$ cat src/rtl/usb_midi_pkg.sv
// Shared constants and the note-event record used by the USB-MIDI parser and its FIFO.
package usb_midi_pkg;

  localparam logic [3:0] CIN_NOTE_ON     = 4'h9;
  localparam logic [3:0] CIN_NOTE_OFF    = 4'h8;
  localparam logic [3:0] STATUS_NOTE_ON  = 4'h9;
  localparam logic [3:0] STATUS_NOTE_OFF = 4'h8;
  localparam int         CHANNEL_OMNI    = 16;

  typedef struct packed {
    logic       on;
    logic [6:0] note;
    logic [6:0] velocity;
    logic [3:0] channel;
  } midi_event_t;

endpackage

$ cat src/rtl/midi_event_fifo.sv
// Synchronous event FIFO; a push into a full FIFO is accepted only when a pop happens in the same cycle.
import usb_midi_pkg::*;

module midi_event_fifo #(
  parameter int DEPTH = 4
) (
  input  logic        clk,
  input  logic        rst_n,
  input  logic        push,
  input  midi_event_t push_data,
  output logic        full,
  input  logic        pop,
  output midi_event_t head,
  output logic        empty
);
  localparam int AW = (DEPTH > 1) ? $clog2(DEPTH) : 1;

  midi_event_t   mem [DEPTH];
  logic [AW-1:0] wr_ptr;
  logic [AW-1:0] rd_ptr;
  logic [AW:0]   count;
  logic          do_push;
  logic          do_pop;

  assign empty   = (count == '0);
  assign full    = (count == (AW+1)'(DEPTH));
  assign do_pop  = pop && !empty;
  assign do_push = push && (!full || do_pop);
  assign head    = mem[rd_ptr];

  always_ff @(posedge clk) begin
    if (!rst_n) begin
      wr_ptr <= '0;
      rd_ptr <= '0;
      count  <= '0;
    end else begin
      if (do_push) wr_ptr <= wr_ptr + AW'(1);
      if (do_pop)  rd_ptr <= rd_ptr + AW'(1);
      case ({do_push, do_pop})
        2'b10:   count <= count + (AW+1)'(1);
        2'b01:   count <= count - (AW+1)'(1);
        default: count <= count;
      endcase
    end
  end

  // Storage needs no reset: entries are only visible once counted.
  always_ff @(posedge clk) begin
    if (do_push) mem[wr_ptr] <= push_data;
  end

endmodule

$ cat src/rtl/usb_midi_parser.sv
// Frames USB-MIDI 4-byte packets, decodes note on/off into an event FIFO and
// tracks held notes for a monophonic gate / last-note path.
import usb_midi_pkg::*;

module usb_midi_parser #(
  parameter int CHANNEL_FILTER = 16,
  parameter int FIFO_DEPTH     = 4
) (
  input  logic       clk_in,
  input  logic       rst_in,
  input  logic [7:0] byte_in,
  input  logic       byte_valid_in,
  input  logic       packet_start_in,
  output logic       event_valid_out,
  input  logic       event_ready_in,
  output logic       event_on_out,
  output logic [6:0] event_note_out,
  output logic [6:0] event_velocity_out,
  output logic [3:0] event_channel_out,
  output logic       gate_out,
  output logic [6:0] last_note_out,
  output logic [7:0] err_count_out
);
  logic [1:0]   idx;
  logic [3:0]   cin;
  logic         is_note;
  logic         malformed;
  logic [3:0]   channel;
  logic [6:0]   note;
  logic [127:0] bitmap;
  logic [127:0] bitmap_next;

  logic        restart_err, at_byte3, bad_final, malformed_err;
  logic        chan_ok, accept, ev_on, fifo_drop, pop_fire;
  logic        fifo_full, fifo_empty;
  logic [3:0]  status_expect;
  midi_event_t push_data, head;

  assign status_expect = (cin == CIN_NOTE_ON) ? STATUS_NOTE_ON : STATUS_NOTE_OFF;
  assign restart_err   = byte_valid_in && packet_start_in && (idx != 2'd0);
  assign at_byte3      = byte_valid_in && !packet_start_in && (idx == 2'd3);
  assign bad_final     = malformed || byte_in[7];
  assign malformed_err = at_byte3 && is_note && bad_final;
  assign chan_ok       = (CHANNEL_FILTER >= CHANNEL_OMNI) || (channel == 4'(CHANNEL_FILTER));
  assign accept        = at_byte3 && is_note && !bad_final && chan_ok;
  // A note-on with velocity 0 is a note-off by MIDI convention.
  assign ev_on         = (cin == CIN_NOTE_ON) && (byte_in[6:0] != 7'd0);
  assign pop_fire      = event_ready_in && !fifo_empty;
  assign fifo_drop     = accept && fifo_full && !pop_fire;

  always_comb begin
    push_data.on       = ev_on;
    push_data.note     = note;
    push_data.velocity = ev_on ? byte_in[6:0] : 7'd0;
    push_data.channel  = channel;
  end

  always_comb begin
    bitmap_next = bitmap;
    if (accept) bitmap_next[note] = ev_on;
  end

  always_ff @(posedge clk_in) begin
    if (!rst_in) begin
      idx           <= 2'd0;
      cin           <= 4'd0;
      is_note       <= 1'b0;
      malformed     <= 1'b0;
      channel       <= 4'd0;
      note          <= 7'd0;
      bitmap        <= '0;
      gate_out      <= 1'b0;
      last_note_out <= 7'd0;
      err_count_out <= 8'd0;
    end else begin
      if (byte_valid_in) begin
        if (packet_start_in) begin
          idx       <= 2'd1;
          cin       <= byte_in[3:0];
          is_note   <= (byte_in[3:0] == CIN_NOTE_ON) || (byte_in[3:0] == CIN_NOTE_OFF);
          malformed <= 1'b0;
        end else if (idx != 2'd0) begin
          idx <= idx + 2'd1;
          case (idx)
            2'd1: begin
              channel   <= byte_in[3:0];
              malformed <= malformed || !byte_in[7] || (byte_in[7:4] != status_expect);
            end
            2'd2: begin
              note      <= byte_in[6:0];
              malformed <= malformed || byte_in[7];
            end
            default: malformed <= malformed;
          endcase
        end
      end
      bitmap   <= bitmap_next;
      gate_out <= |bitmap_next;
      if (accept && ev_on) last_note_out <= note;
      // Coincident error sources count once; saturate at 255.
      if ((restart_err || malformed_err || fifo_drop) && (err_count_out != 8'hFF))
        err_count_out <= err_count_out + 8'd1;
    end
  end

  midi_event_fifo #(.DEPTH(FIFO_DEPTH)) u_fifo (
    .clk       (clk_in),
    .rst_n     (rst_in),
    .push      (accept),
    .push_data (push_data),
    .full      (fifo_full),
    .pop       (event_ready_in),
    .head      (head),
    .empty     (fifo_empty)
  );

  assign event_valid_out    = !fifo_empty;
  assign event_on_out       = fifo_empty ? 1'b0 : head.on;
  assign event_note_out     = fifo_empty ? 7'd0 : head.note;
  assign event_velocity_out = fifo_empty ? 7'd0 : head.velocity;
  assign event_channel_out  = fifo_empty ? 4'd0 : head.channel;

endmodule

$ cat config.mk
export PLATFORM = sky130hd
export DESIGN_NAME = usb_midi_parser
export DESIGN_NICKNAME = d
export VERILOG_FILES = /design/src/rtl/usb_midi_pkg.sv /design/src/rtl/midi_event_fifo.sv /design/src/rtl/usb_midi_parser.sv
export SDC_FILE = /design/constraint.sdc
export NUM_CORES = 1
export LEC_CHECK = 0
export BUFFER_PORTS_ARGS = -buffer_cell sky130_fd_sc_hd__buf_2
export CELL_PAD_IN_SITES_DETAIL_PLACEMENT = 0
export CELL_PAD_IN_SITES_GLOBAL_PLACEMENT = 2
export CORE_ASPECT_RATIO = 0.9
export CORE_UTILIZATION = 30
export CTS_BUF_LIST = sky130_fd_sc_hd__clkbuf_8
export DETAILED_ROUTE_END_ITERATION = 10
export PLACE_DENSITY = 0.64
export SLEW_MARGIN = 10
export SYNTH_ARGS = -nofsm -noshare
export SYNTH_HDL_FRONTEND = slang
export SYNTH_SLANG_ARGS = --single-unit
$ cat constraint.sdc
create_clock -name clk_in -period 3.25 [get_ports clk_in]
set_clock_uncertainty 0.15 [all_clocks]
set_input_delay 0.325 -clock clk_in [delete_from_list [all_inputs] [get_ports clk_in]]
set_output_delay 0.325 -clock clk_in [all_outputs]
set_load 0.03 [all_outputs]
==> flow_summary.json <==
{
  "outcome": "complete, no violations",
  "dr.pass1.iters": 5,
  "post-route-util_pct": 38.9,
  "hold-path-cell-count": 4,
  "yosysUniqueCellTypes": 77,
  "drc": 0,
  "drive_above_1_share_pct": 24.9,
  "place_ws_ps": -368,
  "drtIter0Drc": 958,
  "worstPathRequired_ps": 3560,
  "yosys_register_bits": 248,
  "synth-warning-count": 0,
  "postRouteAntennaNets": 0,
  "ff2ff_path_depth": 9,
  "clk_pin_slew_ps": 70,
  "clock_sinks": 248,
  "rsz0062_at_grt": "false",
  "antenna_found_initial": 2,
  "grt_pass1_vias": 11422,
  "grt_use_met2_pct": 37.0,
  "syn_avg_cell_area_um2": 9.02,
  "grt_pass1_wl_um": 75800,
  "yosys-top-cells-area": "dfxtp_1, edfxtp_1, a21oi_1",
  "synth_common_cells": "dfxtp_1, a21oi_1, clkbuf_1, nand3_1, o21ai_0",
  "globalRouteTotalUtil_pct": 24.6,
  "nFillCells": 4030,
  "fin_crit_ps": 3090,
  "holdWs_ps": 36.3,
  "cp-end-kind": "register",
  "vias_per_cell": 5.67,
  "dp.cells": 1994,
  "start_util_pct": 30.6,
  "setup_tns_ps": 0,
  "io_pins": 49,
  "fp-row-count": 69,
  "pwr-share-comb_pct": 2.6,
  "netlist_instances": 1351,
  "synth_edf_count": 76,
  "pwr-share-clk_pct": 48.2,
  "yosysTopAreaCellShare_pct": 28.3,
  "area_growth_pct": 27.2,
  "p_sw_share_pct": 23.9,
  "start_kind": "register",
  "wire_per_inst_um": 24.3,
  "synth_top_area_cell": "dfxtp_1",
  "design_area_um2": 15500,
  "cts_tree": "yes",
  "clock.fmax_mhz": 324,
  "grt_max_degree": 96,
  "slew_viol_final": 0,
  "worstSkewPairLatency_ps": 620,
  "hold_class": "in2reg",
  "leakagePower_nw": 5.49,
  "cp.arrival_ps": 3400,
  "power_mw": 6.47,
  "vdd_ir_drop_max_mv": 0.236,
  "synthFlopType": "dfxtp_1",
  "htreeDepth": 2,
  "gp_congestion": 0.909,
  "maxCapViolCount": 0,
  "crit_fanout": 21,
  "p_int_mw": 4.92,
  "die_y_um": 193,
  "hold_viol": 0,
  "ys_seq_area_share_pct": 47.0,
  "fin_crit_sh_pct": 95.0,
  "path_class": "reg2reg",
  "power.density_nw_per_um2": 417,
  "cts_made_buffers": 46,
  "grtUsageMet1_pct": 35.7,
  "yosysMostFrequentCell": "dfxtp_1",
  "place_area_um2": 14400,
  "root_buffer": "clkbuf_8",
  "hpwl_um": 35100,
  "setup-violations-final": 0,
  "maxSlewHeadroom_pct": 21.6,
  "syn-cell-area_um2": 12200,
  "gr-max-usage-layer": "met2",
  "p_switching_mw": 1.54,
  "worst-slew-pin-transition_ps": 1170,
  "layout.nets": 1545,
  "seqPwrFrac_pct": 49.2,
  "layout_setup_ws_ps": 162,
  "use_met3_pct": 3.59,
  "die_area_um2": 41400,
  "die_w_um": 214,
  "wirelength_um": 50800,
  "num_vias": 11858,
  "port_buffers": 48,
  "instances_no_fill": 2090,
  "cts_buffer_depth": 3,
  "overflow": 0,
  "synth_fp_nets": 1375,
  "async_reset_ff_share_pct": 0,
  "coreArea_um2": 39800
}
==> cell families after synthesis <==
kind of cell    count (synthesis)  synth area share, %
mux                            25                 4.00
xor+xnor                       13                0.934
buf+inv                       151                 4.66
flops                         248                 47.0
fa+ha+maj                      11                 1.19
simple gates                  476                 20.6
compound gates                427                 21.6
==> path summary, 6_finish.rpt <==
| path | to | start | slack [ps] |
|---|---|---|---|
| max | gate_out$_SDFF_PN0_ | note[1]$_SDFFE_PN0P_ | 160 |
| min | register | event_ready_in | 40 |
| min reg2reg | cin[3]$_SDFFE_PN0P_ | cin[3]$_SDFFE_PN0P_ | 310 |
| max reg2reg | gate_out$_SDFF_PN0_ | note[1]$_SDFFE_PN0P_ | 160 |
==> critical path, cell delays in order (launching register included) <==
cell       delay (ps)
dfxtp_1           330
buf_12            160
or4b_2            700
o41a_1            350
o32ai_1           210
buf_4             200
o21ai_0            70
nand4b_1          200
a2111oi_0         400
a41oi_1           160
==> registers in the layout, indices dropped and copies added (netlist names), 3 cells and up, named ones only <==
| name | flops |
|---|---|
| bitmap | 128 |
| u_fifo.mem | 76 |
| channel | 4 |
| u_fifo.count | 3 |
| cin | 4 |
| note | 7 |
| err_count_out | 8 |
| last_note_out | 7 |
==> area by class of cell <==
class | instances | area [um2] | area share [%]
multi-input cells | 952 | 6060 | 39.1
flip-flops and latches | 248 | 5730 | 37.0
repair buffers | 254 | 2000 | 12.9
clock buffers | 61 | 840 | 5.42
well taps | 532 | 666 | 4.29
clock inverters | 23 | 121 | 0.783
inverters | 19 | 77.6 | 0.500
diodes | 1 | 2.50 | 0.0161
==> power groups by stage <==
stage	registers (mW)	clock network (mW)	logic, mW
floorplan	3.25	0	0.0761
global placement	3.25	0	0.157
detailed placement	3.25	0	0.157
CTS	3.18	3.19	0.165
global route	3.18	3.34	0.178
finish	3.18	3.12	0.166
==> per-layer routing <==
layer / part of all wire [%] / vias to the layer above
met5: 0.024 / -
met4: 2.9 / 2
met3: 6.0 / 111
met2: 43 / 457
met1: 48 / 5842
li1: - / 5446
==> layout by cell type, fill, tap and decap left out, types with 7 or more instances in the layout <==
cell           instances
a211oi_1               8
a21oi_1              163
a311o_1                7
a31oi_1               23
a41oi_1               14
and2_1                34
buf_12                15
buf_2                 48
buf_4                182
clkbuf_8              61
dfxtp_1              167
dlygate4sd3_1          8
edfxtp_1              76
ha_1                  10
inv_1                 33
mux4_2                19
nand2_1               94
nand3_1              119
nand4_1               24
nor2_1                90
nor3_1                12
nor4_1                 8
o2111ai_1              7
o21ai_0              100
o21ai_1                9
o22ai_1               15
o32ai_1               15
or4_1                  7
or4b_2                 9
xor2_1                 9
==> repair_timing <==
action | 4_1_cts | 5_1_grt
gates resized for setup | 2 | 25
hold endpoints to repair | 17 | 0
pin swaps | 0 | 3
setup buffers | 0 | 3
endpoints found under the setup margin | 1 | 1
hold buffers | 8 | 0
(Power assumes the default switching activity.)
